## config.mk

```make
export PLATFORM = sky130hd
export DESIGN_NAME = control_unit
export DESIGN_NICKNAME = d
export VERILOG_FILES = /design/src/rtl/cpu_ctrl_pkg.sv /design/src/rtl/ir_class_decode.sv /design/src/rtl/control_unit.sv
export SDC_FILE = /design/constraint.sdc
export NUM_CORES = 1
export LEC_CHECK = 0
export CORE_ASPECT_RATIO = 1.1
export CORE_MARGIN = 5
export CORE_UTILIZATION = 41
export CTS_BUF_LIST = sky130_fd_sc_hd__clkbuf_4 sky130_fd_sc_hd__clkbuf_8 sky130_fd_sc_hd__clkbuf_16
export DETAILED_ROUTE_END_ITERATION = 10
export PLACE_DENSITY_LB_ADDON = 0.05
export SLEW_MARGIN = 20
export SYNTH_ARGS = -nofsm -noshare
export SYNTH_HDL_FRONTEND = slang
export SYNTH_HIERARCHICAL = 1
export SYNTH_SLANG_ARGS = --single-unit
```

## constraint.sdc

```tcl
create_clock -name clock -period 3.4 [get_ports clock]
set_clock_uncertainty 0.05 [all_clocks]
set_input_delay 0.68 -clock clock [delete_from_list [all_inputs] [get_ports clock]]
set_output_delay 0.68 -clock clock [all_outputs]
set_load 0.1 [all_outputs]
```

## src/rtl/cpu_ctrl_pkg.sv

```systemverilog
// Shared types for the hardwired RISC control sequencer: state encoding,
// opcode map, instruction classes and the bundle of datapath strobes.
package cpu_ctrl_pkg;

  localparam int OPCODE_W = 5;

  // T0..T7 occupy codes 0..7 so the low three bits give the step number.
  typedef enum logic [3:0] {
    ST_RST  = 4'd8,
    ST_T0   = 4'd0,
    ST_T1   = 4'd1,
    ST_T2   = 4'd2,
    ST_T3   = 4'd3,
    ST_T4   = 4'd4,
    ST_T5   = 4'd5,
    ST_T6   = 4'd6,
    ST_T7   = 4'd7,
    ST_HALT = 4'd9
  } state_e;

  localparam logic [OPCODE_W-1:0] OP_LD   = 5'b00000;
  localparam logic [OPCODE_W-1:0] OP_LDI  = 5'b00001;
  localparam logic [OPCODE_W-1:0] OP_ST   = 5'b00010;
  localparam logic [OPCODE_W-1:0] OP_ADD  = 5'b00011;
  localparam logic [OPCODE_W-1:0] OP_SUB  = 5'b00100;
  localparam logic [OPCODE_W-1:0] OP_AND  = 5'b00101;
  localparam logic [OPCODE_W-1:0] OP_OR   = 5'b00110;
  localparam logic [OPCODE_W-1:0] OP_ROR  = 5'b00111;
  localparam logic [OPCODE_W-1:0] OP_ROL  = 5'b01000;
  localparam logic [OPCODE_W-1:0] OP_SHR  = 5'b01001;
  localparam logic [OPCODE_W-1:0] OP_SHRA = 5'b01010;
  localparam logic [OPCODE_W-1:0] OP_SHL  = 5'b01011;
  localparam logic [OPCODE_W-1:0] OP_ADDI = 5'b01100;
  localparam logic [OPCODE_W-1:0] OP_ANDI = 5'b01101;
  localparam logic [OPCODE_W-1:0] OP_ORI  = 5'b01110;
  localparam logic [OPCODE_W-1:0] OP_DIV  = 5'b01111;
  localparam logic [OPCODE_W-1:0] OP_MUL  = 5'b10000;
  localparam logic [OPCODE_W-1:0] OP_NEG  = 5'b10001;
  localparam logic [OPCODE_W-1:0] OP_NOT  = 5'b10010;
  localparam logic [OPCODE_W-1:0] OP_BR   = 5'b10011;
  localparam logic [OPCODE_W-1:0] OP_JR   = 5'b10100;
  localparam logic [OPCODE_W-1:0] OP_JAL  = 5'b10101;
  localparam logic [OPCODE_W-1:0] OP_IN   = 5'b10110;
  localparam logic [OPCODE_W-1:0] OP_OUT  = 5'b10111;
  localparam logic [OPCODE_W-1:0] OP_MFHI = 5'b11000;
  localparam logic [OPCODE_W-1:0] OP_MFLO = 5'b11001;
  localparam logic [OPCODE_W-1:0] OP_NOP  = 5'b11010;
  localparam logic [OPCODE_W-1:0] OP_HALT = 5'b11011;

  typedef enum logic [4:0] {
    CL_ALU_R, CL_ALU_I, CL_MULDIV, CL_NEGNOT, CL_LD, CL_LDI, CL_ST, CL_BR,
    CL_JR, CL_JAL, CL_IN, CL_OUT, CL_MFHI, CL_MFLO, CL_NOP, CL_HALT, CL_ILLEGAL
  } iclass_e;

  typedef struct packed {
    logic pc_out, pc_in, inc_pc;
    logic mar_in, mdr_in, mdr_out, read, write;
    logic ir_in, y_in, zhigh_in, zlow_in, zhigh_out, zlow_out;
    logic gra, grb, grc, r_in, r_out, ba_out, c_out;
    logic hi_in, lo_in, hi_out, lo_out, con_in, in_port_out, out_port_in;
  } strobes_t;

  function automatic logic [2:0] step_idx(input state_e s);
    return s[2:0];
  endfunction

endpackage

```

## src/rtl/ir_class_decode.sv

```systemverilog
// Maps the IR opcode field to an instruction class and the index of the
// final execute step (T2 for instructions with no execute phase).
module ir_class_decode
  import cpu_ctrl_pkg::*;
(
  input  logic [OPCODE_W-1:0] op,
  output iclass_e             iclass,
  output logic [2:0]          last_step
);

  always_comb begin
    // NOTE: defaults first so every path assigns every output and no latch is inferred.
    iclass = CL_ILLEGAL;
    case (op)
      OP_ADD, OP_SUB, OP_AND, OP_OR, OP_ROR,
      OP_ROL, OP_SHR, OP_SHRA, OP_SHL:   iclass = CL_ALU_R;
      OP_ADDI, OP_ANDI, OP_ORI:          iclass = CL_ALU_I;
      OP_MUL, OP_DIV:                    iclass = CL_MULDIV;
      OP_NEG, OP_NOT:                    iclass = CL_NEGNOT;
      OP_LD:                             iclass = CL_LD;
      OP_LDI:                            iclass = CL_LDI;
      OP_ST:                             iclass = CL_ST;
      OP_BR:                             iclass = CL_BR;
      OP_JR:                             iclass = CL_JR;
      OP_JAL:                            iclass = CL_JAL;
      OP_IN:                             iclass = CL_IN;
      OP_OUT:                            iclass = CL_OUT;
      OP_MFHI:                           iclass = CL_MFHI;
      OP_MFLO:                           iclass = CL_MFLO;
      OP_NOP:                            iclass = CL_NOP;
      OP_HALT:                           iclass = CL_HALT;
      default:                           iclass = CL_ILLEGAL;
    endcase
  end

  always_comb begin
    last_step = 3'd2;
    case (iclass)
      CL_ALU_R, CL_ALU_I, CL_LDI:              last_step = 3'd5;
      CL_MULDIV, CL_BR:                        last_step = 3'd6;
      CL_NEGNOT, CL_JAL:                       last_step = 3'd4;
      CL_LD, CL_ST:                            last_step = 3'd7;
      CL_JR, CL_IN, CL_OUT, CL_MFHI, CL_MFLO:  last_step = 3'd3;
      default:                                 last_step = 3'd2;
    endcase
  end

endmodule

```

## src/rtl/control_unit.sv

```systemverilog
// Hardwired Moore sequencer: fetches via T0..T2, then steps through the
// execute states of the decoded instruction class, driving all datapath strobes.
module control_unit
  import cpu_ctrl_pkg::*;
#(
  parameter int OPW = OPCODE_W,
  parameter int IRW = 32
) (
  input  logic           clock,
  input  logic           clear,
  input  logic [IRW-1:0] ir,
  input  logic           con_ff,
  input  logic           stop,
  output logic           run,
  output logic           illegal,
  output logic [OPW-1:0] opcode,
  output logic PCout, PCin, IncPC,
  output logic MARin, MDRin, MDRout, Read, Write,
  output logic IRin, Yin, ZHighIn, ZLowIn, Zhighout, Zlowout,
  output logic Gra, Grb, Grc, Rin, Rout, BAout, Cout,
  output logic HIin, LOin, HIout, LOout, CONin, InPortout, OutPortin
);

  state_e     state_q, state_d;
  iclass_e    iclass;
  logic [2:0] last_step;
  logic [OPW-1:0] op;
  strobes_t   strb;
  logic       unused_ir_bits;

  assign op             = ir[IRW-1 -: OPW];
  assign unused_ir_bits = ^ir[IRW-OPW-1:0];

  ir_class_decode u_decode (
    .op        (op),
    .iclass    (iclass),
    .last_step (last_step)
  );

  always_ff @(posedge clock) begin
    // NOTE: non-blocking so the register samples values from before the edge.
    if (!clear) state_q <= ST_RST;
    else        state_q <= state_d;
  end

  always_comb begin
    state_d = state_q;
    case (state_q)
      ST_RST:  state_d = ST_T0;
      ST_HALT: state_d = ST_HALT;
      ST_T0, ST_T1, ST_T2, ST_T3, ST_T4, ST_T5, ST_T6, ST_T7: begin
        if (state_q == ST_T2 && iclass == CL_HALT)  state_d = ST_HALT;
        else if (step_idx(state_q) == last_step)    state_d = stop ? ST_HALT : ST_T0;
        else                                        state_d = state_e'(state_q + 4'd1);
      end
      default: state_d = ST_RST;
    endcase
  end

  always_comb begin
    strb    = '0;
    opcode  = '0;
    illegal = 1'b0;
    case (state_q)
      ST_T0: begin strb.pc_out = 1'b1; strb.mar_in = 1'b1; strb.inc_pc = 1'b1; strb.zlow_in = 1'b1; end
      ST_T1: begin strb.zlow_out = 1'b1; strb.pc_in = 1'b1; strb.read = 1'b1; strb.mdr_in = 1'b1; end
      ST_T2: begin
        strb.mdr_out = 1'b1;
        strb.ir_in   = 1'b1;
        illegal      = (iclass == CL_ILLEGAL);
      end
      ST_T3, ST_T4, ST_T5, ST_T6, ST_T7: begin
        case (iclass)
          CL_ALU_R, CL_ALU_I: case (state_q)
            ST_T3: begin strb.grb = 1'b1; strb.r_out = 1'b1; strb.y_in = 1'b1; end
            ST_T4: begin
              strb.zlow_in = 1'b1;
              opcode       = op;
              if (iclass == CL_ALU_I) strb.c_out = 1'b1;
              else begin strb.grc = 1'b1; strb.r_out = 1'b1; end
            end
            ST_T5:   begin strb.zlow_out = 1'b1; strb.gra = 1'b1; strb.r_in = 1'b1; end
            default: ;
          endcase
          CL_MULDIV: case (state_q)
            ST_T3: begin strb.gra = 1'b1; strb.r_out = 1'b1; strb.y_in = 1'b1; end
            ST_T4: begin
              strb.grb = 1'b1; strb.r_out = 1'b1; strb.zhigh_in = 1'b1; strb.zlow_in = 1'b1;
              opcode   = op;
            end
            ST_T5:   begin strb.zlow_out = 1'b1; strb.lo_in = 1'b1; end
            ST_T6:   begin strb.zhigh_out = 1'b1; strb.hi_in = 1'b1; end
            default: ;
          endcase
          CL_NEGNOT: case (state_q)
            ST_T3:   begin strb.grb = 1'b1; strb.r_out = 1'b1; strb.zlow_in = 1'b1; opcode = op; end
            ST_T4:   begin strb.zlow_out = 1'b1; strb.gra = 1'b1; strb.r_in = 1'b1; end
            default: ;
          endcase
          // Effective address is Rb (or 0 via BAout) plus the constant field.
          CL_LD, CL_LDI, CL_ST: case (state_q)
            ST_T3: begin strb.grb = 1'b1; strb.ba_out = 1'b1; strb.y_in = 1'b1; end
            ST_T4: begin strb.c_out = 1'b1; strb.zlow_in = 1'b1; opcode = OP_ADD; end
            ST_T5: begin
              strb.zlow_out = 1'b1;
              if (iclass == CL_LDI) begin strb.gra = 1'b1; strb.r_in = 1'b1; end
              else                  strb.mar_in = 1'b1;
            end
            ST_T6: begin
              strb.mdr_in = 1'b1;
              if (iclass == CL_ST) begin strb.gra = 1'b1; strb.r_out = 1'b1; end
              else                 strb.read = 1'b1;
            end
            ST_T7: begin
              if (iclass == CL_ST) strb.write = 1'b1;
              else begin strb.mdr_out = 1'b1; strb.gra = 1'b1; strb.r_in = 1'b1; end
            end
            default: ;
          endcase
          CL_BR: case (state_q)
            ST_T3:   begin strb.gra = 1'b1; strb.r_out = 1'b1; strb.con_in = 1'b1; end
            ST_T4:   begin strb.pc_out = 1'b1; strb.y_in = 1'b1; end
            ST_T5:   begin strb.c_out = 1'b1; strb.zlow_in = 1'b1; opcode = OP_ADD; end
            ST_T6:   begin strb.zlow_out = 1'b1; strb.pc_in = con_ff; end
            default: ;
          endcase
          CL_JR:  if (state_q == ST_T3) begin strb.gra = 1'b1; strb.r_out = 1'b1; strb.pc_in = 1'b1; end
          CL_JAL: case (state_q)
            ST_T3:   begin strb.pc_out = 1'b1; strb.grb = 1'b1; strb.r_in = 1'b1; end
            ST_T4:   begin strb.gra = 1'b1; strb.r_out = 1'b1; strb.pc_in = 1'b1; end
            default: ;
          endcase
          CL_IN:   if (state_q == ST_T3) begin strb.in_port_out = 1'b1; strb.gra = 1'b1; strb.r_in = 1'b1; end
          CL_OUT:  if (state_q == ST_T3) begin strb.gra = 1'b1; strb.r_out = 1'b1; strb.out_port_in = 1'b1; end
          CL_MFHI: if (state_q == ST_T3) begin strb.hi_out = 1'b1; strb.gra = 1'b1; strb.r_in = 1'b1; end
          CL_MFLO: if (state_q == ST_T3) begin strb.lo_out = 1'b1; strb.gra = 1'b1; strb.r_in = 1'b1; end
          default: ;
        endcase
      end
      default: ;
    endcase
  end

  assign run = (state_q != ST_RST) && (state_q != ST_HALT);

  assign PCout     = strb.pc_out;
  assign PCin      = strb.pc_in;
  assign IncPC     = strb.inc_pc;
  assign MARin     = strb.mar_in;
  assign MDRin     = strb.mdr_in;
  assign MDRout    = strb.mdr_out;
  assign Read      = strb.read;
  assign Write     = strb.write;
  assign IRin      = strb.ir_in;
  assign Yin       = strb.y_in;
  assign ZHighIn   = strb.zhigh_in;
  assign ZLowIn    = strb.zlow_in;
  assign Zhighout  = strb.zhigh_out;
  assign Zlowout   = strb.zlow_out;
  assign Gra       = strb.gra;
  assign Grb       = strb.grb;
  assign Grc       = strb.grc;
  assign Rin       = strb.r_in;
  assign Rout      = strb.r_out;
  assign BAout     = strb.ba_out;
  assign Cout      = strb.c_out;
  assign HIin      = strb.hi_in;
  assign LOin      = strb.lo_in;
  assign HIout     = strb.hi_out;
  assign LOout     = strb.lo_out;
  assign CONin     = strb.con_in;
  assign InPortout = strb.in_port_out;
  assign OutPortin = strb.out_port_in;

endmodule
```

# Yosys cells after proc, flatten, opt, wreduce, memory -nomap -nowiden
# Memory sizes are Yosys's and may differ from the RTL's.
# Cells that the tools add are included.
totals:
  ff_bits: 4
  rom_bits: 208
  in_bits: 36
  word_cells: 119
  n_memories: 2
memory_table:
  columns: ["name", "depth", "width", "read_ports", "rd_ports_with_merged_regs", "wr", "line_no", "source"]
  rows:
  - ["(no name shown)", 32, 5, 1, 0, 0, "ir_class_decode.sv:14", "case (op)"]
  - ["(no name shown)", 16, 3, 1, 0, 0, "ir_class_decode.sv:38", "case (iclass)"]
classes:
  add_sub_neg: 1
  n_eq_ne: 27
  muxes: 71
  n_reduce_logical: 17
ops:
  columns: ["op", "count"]
  rows:
  - ["5-bit by 4-bit == test with 1-bit output, second input constant", 7]
  - ["1-bit 2-to-1 mux", 33]
  - ["1-bit one-hot mux with 2 select lines", 13]
  - ["5-bit by 3-bit == test with 1-bit output, second input constant", 4]
  - ["5-bit 2-to-1 mux", 4]
  - ["5-bit one-hot mux with 4 select lines", 1]
  - ["4-bit by 3-bit == test with 1-bit output, second input constant", 4]
  - ["14-bit 2-to-1 mux", 1]
  - ["7-bit OR reduction", 2]
  - ["2-bit 2-to-1 mux", 6]
  - ["4-bit 2-to-1 mux", 3]
  - ["1-bit one-hot mux with 4 select lines", 3]
  - ["4-bit one-hot mux with 3 select lines", 1]
  - ["4-bit OR reduction", 3]
  - ["5-bit by 2-bit == test with 1-bit output, second input constant", 2]
  - ["1-bit one-hot mux with 5 select lines", 2]
  - ["5-bit OR reduction", 2]
  - ["1-bit one-hot mux with 3 select lines", 3]
  - ["4-bit by 2-bit == test with 1-bit output, second input constant", 2]
  - ["4-bit == test, second input constant", 2]
  - ["4-bit != test, second input constant", 2]
  - ["8-bit OR reduction", 1]
  - ["3-bit OR reduction", 2]
  - ["6-bit OR reduction", 1]
  - ["10 further kinds", 12]

# Logic depth before layout (Yosys ltp)
# An unclocked memory read counts as a cell.
depth:
  word_depth: 7
  mapped_depth: 10
  depth_no_buf: 8

# Modules after synthesis
# Netlist, hierarchy kept.
by_module_without_submodules:
  columns: ["module", "instances", "cells_per_inst", "area_per_inst_um2", "seq_area_each_um2"]
  rows:
  - ["control_unit", 1, 162, 1083.5, 80.1]
  - ["ir_class_decode", 1, 44, 290.3, 0.0]

# Least setup slack after synthesis
# No wires, ideal clock.
synth_path:
  path_kind: "in2out"
  from: "input ir[31]"
  to: "output Gra"
  arrival_ns: 5.472
  path_slack_ns: -2.802
  path_stages: 8
  n_path_buf: 1
  path_cell_list: "clkbuf_1 > and3b_1 > a21oi_1 > o22ai_1 > or2_2 > a21oi_1 > a311o_1 > o311ai_0"
synth_via:
  elab_chain_cells: 6
  word_cells_on_any_way: 24
synth_rtl:
  columns: ["element", "line_no", "source"]
  rows:
  - ["from (decl)", "control_unit.sv:11", "input logic [IRW-1:0] ir,"]
  - ["memory read 32 x 5 bit (*)", null, null]
  - ["via iclass[0]", "control_unit.sv:25", "iclass_e iclass;"]
  - ["5-bit by 3-bit == test with 1-bit output, on equally long branches", null, null]
  - ["1-bit 2-to-1 mux, on equally long branches", "control_unit.sv:115, control_unit.sv:106, control_unit.sv:111", null]
  - ["1-bit one-hot mux with 3 select lines", "control_unit.sv:101", "CL_LD, CL_LDI, CL_ST: case (state_q)"]
  - ["1-bit one-hot mux with 5 select lines (*)", "control_unit.sv:73", "case (iclass)"]
  - ["14-bit 2-to-1 mux (*)", "control_unit.sv:64", "case (state_q)"]
  - ["to (decl)", "control_unit.sv:20", "output logic Gra, Grb, Grc, Rin, Rout, BAout, Cout,"]
# Mark *: on every way through the listed nets, which the timed path passes. The rest lies on a longest branch.

# Worst setup path after layout
layout_path:
  from: "input ir[29]"
  to: "output Cout"
layout_via:
  elab_chain_cells: 6
  word_cells_on_any_way: 13
layout_rtl:
  columns: ["element", "line_no", "source"]
  rows:
  - ["memory read 32 x 5 bit (*)", null, null]
  - ["via iclass[0]", "control_unit.sv:25", null]
  - ["5-bit by 1-bit == test with 1-bit output", "control_unit.sv:73, control_unit.sv:79", null]
  - ["1-bit 2-to-1 mux", "control_unit.sv:79", "if (iclass == CL_ALU_I) strb.c_out = 1'b1;"]
  - ["1-bit 2-to-1 mux", "control_unit.sv:74", "CL_ALU_R, CL_ALU_I: case (state_q)"]
  - ["1-bit one-hot mux with 3 select lines (*)", "control_unit.sv:73", null]
  - ["14-bit 2-to-1 mux (*)", "control_unit.sv:64", null]
  - ["to (decl)", "control_unit.sv:20", null]
# Marks and branches as above.

==> run summary <==
* 1.231 nW — Static Leakage
* 3.576 ns — Final Critical Period
* 206 — cells after synthesis
* primary input — sort of element at the start of the critical path
* 0.05829 — area share of the largest cell type after synthesis
* 6 — Ys Warns
* primary input to output pin — Setup Crit Path Kind
* 0.05282 — adder-cell area share of the yosys netlist
* 0 — leftover overflow at the end of global routing
* nor2_1 — top-count cell post-synth
* 344 — count of nets after finishing
* 65.19 um — die width
* 2 — buffer depth of the longest clock path
* 0.03825 — xor/xnor share of the synthesized area
* 80.08 um^2 — Register Area
* 0 — Final Hold Vio Count
* 0 — DRC Markers
* 0.3024 — Synth Area in Compound Gates
* output pin — type of destination of the critical path
* 0.6084 — Sw Share
* 4610 um^2 — floorplan die area
* 419.0 uW — Power Internal
* 650.8 uW — switching power total
* 7 — buffers plus inverters on the worst setup path
* 2453 — number of vias in the routed layout
* dfxtp_1, nor2_1, ha_1, nand2_1, nand3b_1 — largest cells by area after synthesis
* dfxtp_1 — Primary FF master, synth
* 0.7452 ns — Hold Worst Slack
* 337 — count of placed standard cells in the final layout, fillers left out
* 43 — total of buffers placed on input and output ports
* buf_6 -> buf_8 -> buf_4 -> nand2_1 -> a22oi_2 -> o22ai_4 -> buf_4 -> nand2_2 -> buf_6 -> buf_4 -> o22ai_2 -> a21oi_2 -> nor2_2 -> buf_12 — cell-by-cell trace of the critical path
* 65 — number of distinct library cells after synthesis
* 4 — Synth Register Bits
* 341.0 nW/um^2 — areal power density over the cells
* 9599 um — DRT Wirelength
* 2.85 ns — signal arrival time at the worst endpoint
* 0.854 — combinational share of power
* done — TritonCTS clock tree
* 6.669 um^2 — Syn Area/Cell
* 0.087 — share of total power in sequential cells
* 396 — detailed router's first-iteration violation count
* 70.71 um — die height
* 0.9576 — post-route core utilization
* finished, violations left — result of the run
* yes — RSZ-0062 raised after global routing
* 0.05829 — sequential fraction of the synthesis area
* 0 — async set-reset flop share out of synthesis
* 1.052 — Final period util
* 28.48 um — routed len/inst
* 18 — maximum number of pins on one net before global-route repair
* 7 — CP max FO
* 1374 um^2 — cell area after synthesis
* 1629 um^2 — multi-input combinational cell area
* 6 — number of iterations in the first detailed-routing pass
* 0.6806 ns — Tightest Pin Transition
* 22 — standard-cell rows
* 321 — Placed Cells incl. Taps
* 0 — max-capacitance violation count
* simple AND/OR/NAND/NOR gates — dominant combinational cell family by area after synthesis
* 0.6545 — layout cells sized above 1
* 0.3128 — overall routing resource usage
* -1.279 ns — setup TNS
* 0.04 ns — clock-pin slew of the registers on the worst-case setup and hold paths
* 0 — final slew viol count
* 247 — net count after synthesis
* 0.34 ns — longest individual stage delay on the worst path
* clkbuf_4 — Clock Root Buffer
* nor2_1, nand2_1, inv_1, nor3_1, o21ai_0 — top cell types by occurrence after synthesis
* o22ai_4 — cell type of the slowest stage on the worst timing path
* state_q — Most flops, register
* 128.3% — area growth from synthesis to final layout
* -0.5583 ns — DP Worst Slack
* 4 — Sink Count
* 4581 um — sum of net half-perimeters after detailed placement
* 0.060 — Clock power frac
* 3 — Num CTS Buffers
* 0.4194 — initial standard-cell utilization of the core
* 0.5457 — max_slew headroom
* 0.02186 — fraction of synthesized area in multiplexers
* 15 — final setup violation count
* 3276 um^2 — Floorplan Core Area
* setup timing — failing checks
* 4 — flip-flop count of the largest register, all copies and words added
* 71 — total I/O pin count
* dfxtp_1 — cell taking the most area after synthesis
* 279.6 MHz — maximum frequency from static timing analysis
* buffers and inverters — dominant delay contributor by cell family on the critical path
* -0.1762 ns — worst path setup slack after routing
* 2.67 ns — data required time of the worst path
* 0 — number of flops mapped to enable cells by yosys
* 0 — initial antenna violation count
* 2209 — vias in the first global route
* 11430 um — global-route wire length before repair
* 1 — CTS H-tree lvls
* flop to flop — worst hold path type
* 0.25 ns — Clock Latency Late Sink
* state_q: 4 flops — largest registers ranked by flip-flop count
* buf_4 — Top cell by count, worst path
* 0.4126 — simple-gate share of the synthesized area
* 7.279 — Vias per Instance
* 0 — diode count
* 1.24 ns — internal reg-to-reg setup slack
* 0 — remaining number of nets flagged by the antenna check after routing
* 0.9241 — RD Place Congestion
* 0.6485 mV — VDD IR-drop max
* 71 — layout filler cell count
## power by group through the flow
stage	sequential (mW)	combinational [mW]	clock, mW
2_1_floorplan	0.0693	0.543	0
3_3_place_gp	0.0853	0.755	0
3_5_place_dp	0.0874	0.779	0
4_1_cts	0.0874	0.822	0.0616
5_1_grt	0.0939	0.930	0.0704
6_report	0.0929	0.913	0.0637
## cell families (layout without fill, tap and decap cells)
| logic type | after synthesis | after routing |
|---|---|---|
| buffers and inverters | 31 | 126 |
| multiplexers | 3 | 3 |
| AO/OA/AOI/OAI | 58 | 58 |
| adder cells (fa/ha/maj) | 6 | 6 |
| AND/OR/NAND/NOR | 98 | 98 |
| flip-flops | 4 | 4 |
| XOR/XNOR | 6 | 6 |
## stage by stage
step                      instance area, um^2  total power [mW]
final                                    3137             1.070
after global routing                     3137             1.094
after CTS                                2974            0.9713
after detailed placement                 2698            0.8661
after global placement                   2698            0.8399
after floorplan                          1655            0.6126
## cells in the final DEF, fill, tap and decap left out, drive strengths merged, types with 3 or more instances in the layout
cell type      Yosys  layout
o21ai             12      12
mux2i              3       3
clkbuf             6       3
and2               8       8
a22oi              4       4
or3                3       3
buf               14     109
dfxtp              4       4
xnor2              3       3
nand3              4       4
nand4              3       3
nor3              10      10
inv               11      11
xor2               3       3
or2                5       5
nor3b              4       4
clkdlybuf4s50      0       3
nand2             15      15
nor2              21      21
a21oi              9       9
o22ai              3       3
ha                 5       5
nand3b             7       7
nand2b             4       4
or3b               3       3
a21o               3       3
## routing by layer
layer  GRT usage  wire, um
met5           0         0
met4      0.1590      1110
met3     0.04444       924
met2      0.5849      4453
met1      0.3333      3111
## worst register-to-register path, cell delays in order, from the launching register on
cell and delay (ns):
dfxtp_1 0.42, inv_1 0.13, ha_1 0.34, nand4_1 0.15, nor4_1 0.07, or3_1 0.44
nor4b_1 0.43
## final cells by class
cell class | instances | area share
Sequential cell | 4 | 0.02553
Inverter | 11 | 0.01396
Timing Repair Buffer | 112 | 0.4196
Tap cell | 36 | 0.01436
Clock buffer | 3 | 0.007180
Multi-Input combinational cell | 171 | 0.5193
## worst paths after layout
path | from | to | depth (start not counted)
setup / recovery | ir[29] | Cout | 14
hold / removal | state_q[0] | state_q[0] | 3
setup reg to reg | state_q[0] | state_q[2] | 6
hold reg to reg | state_q[0] | state_q[0] | 3
## repair_timing
action                     4_1_cts  5_1_grt
setup buffers                   12        1
setup endpoints to repair       31       26
hold buffers                     0        0
gates resized for setup         56       41
pin swaps                       19       20
Power figures use the tool's default switching activity.
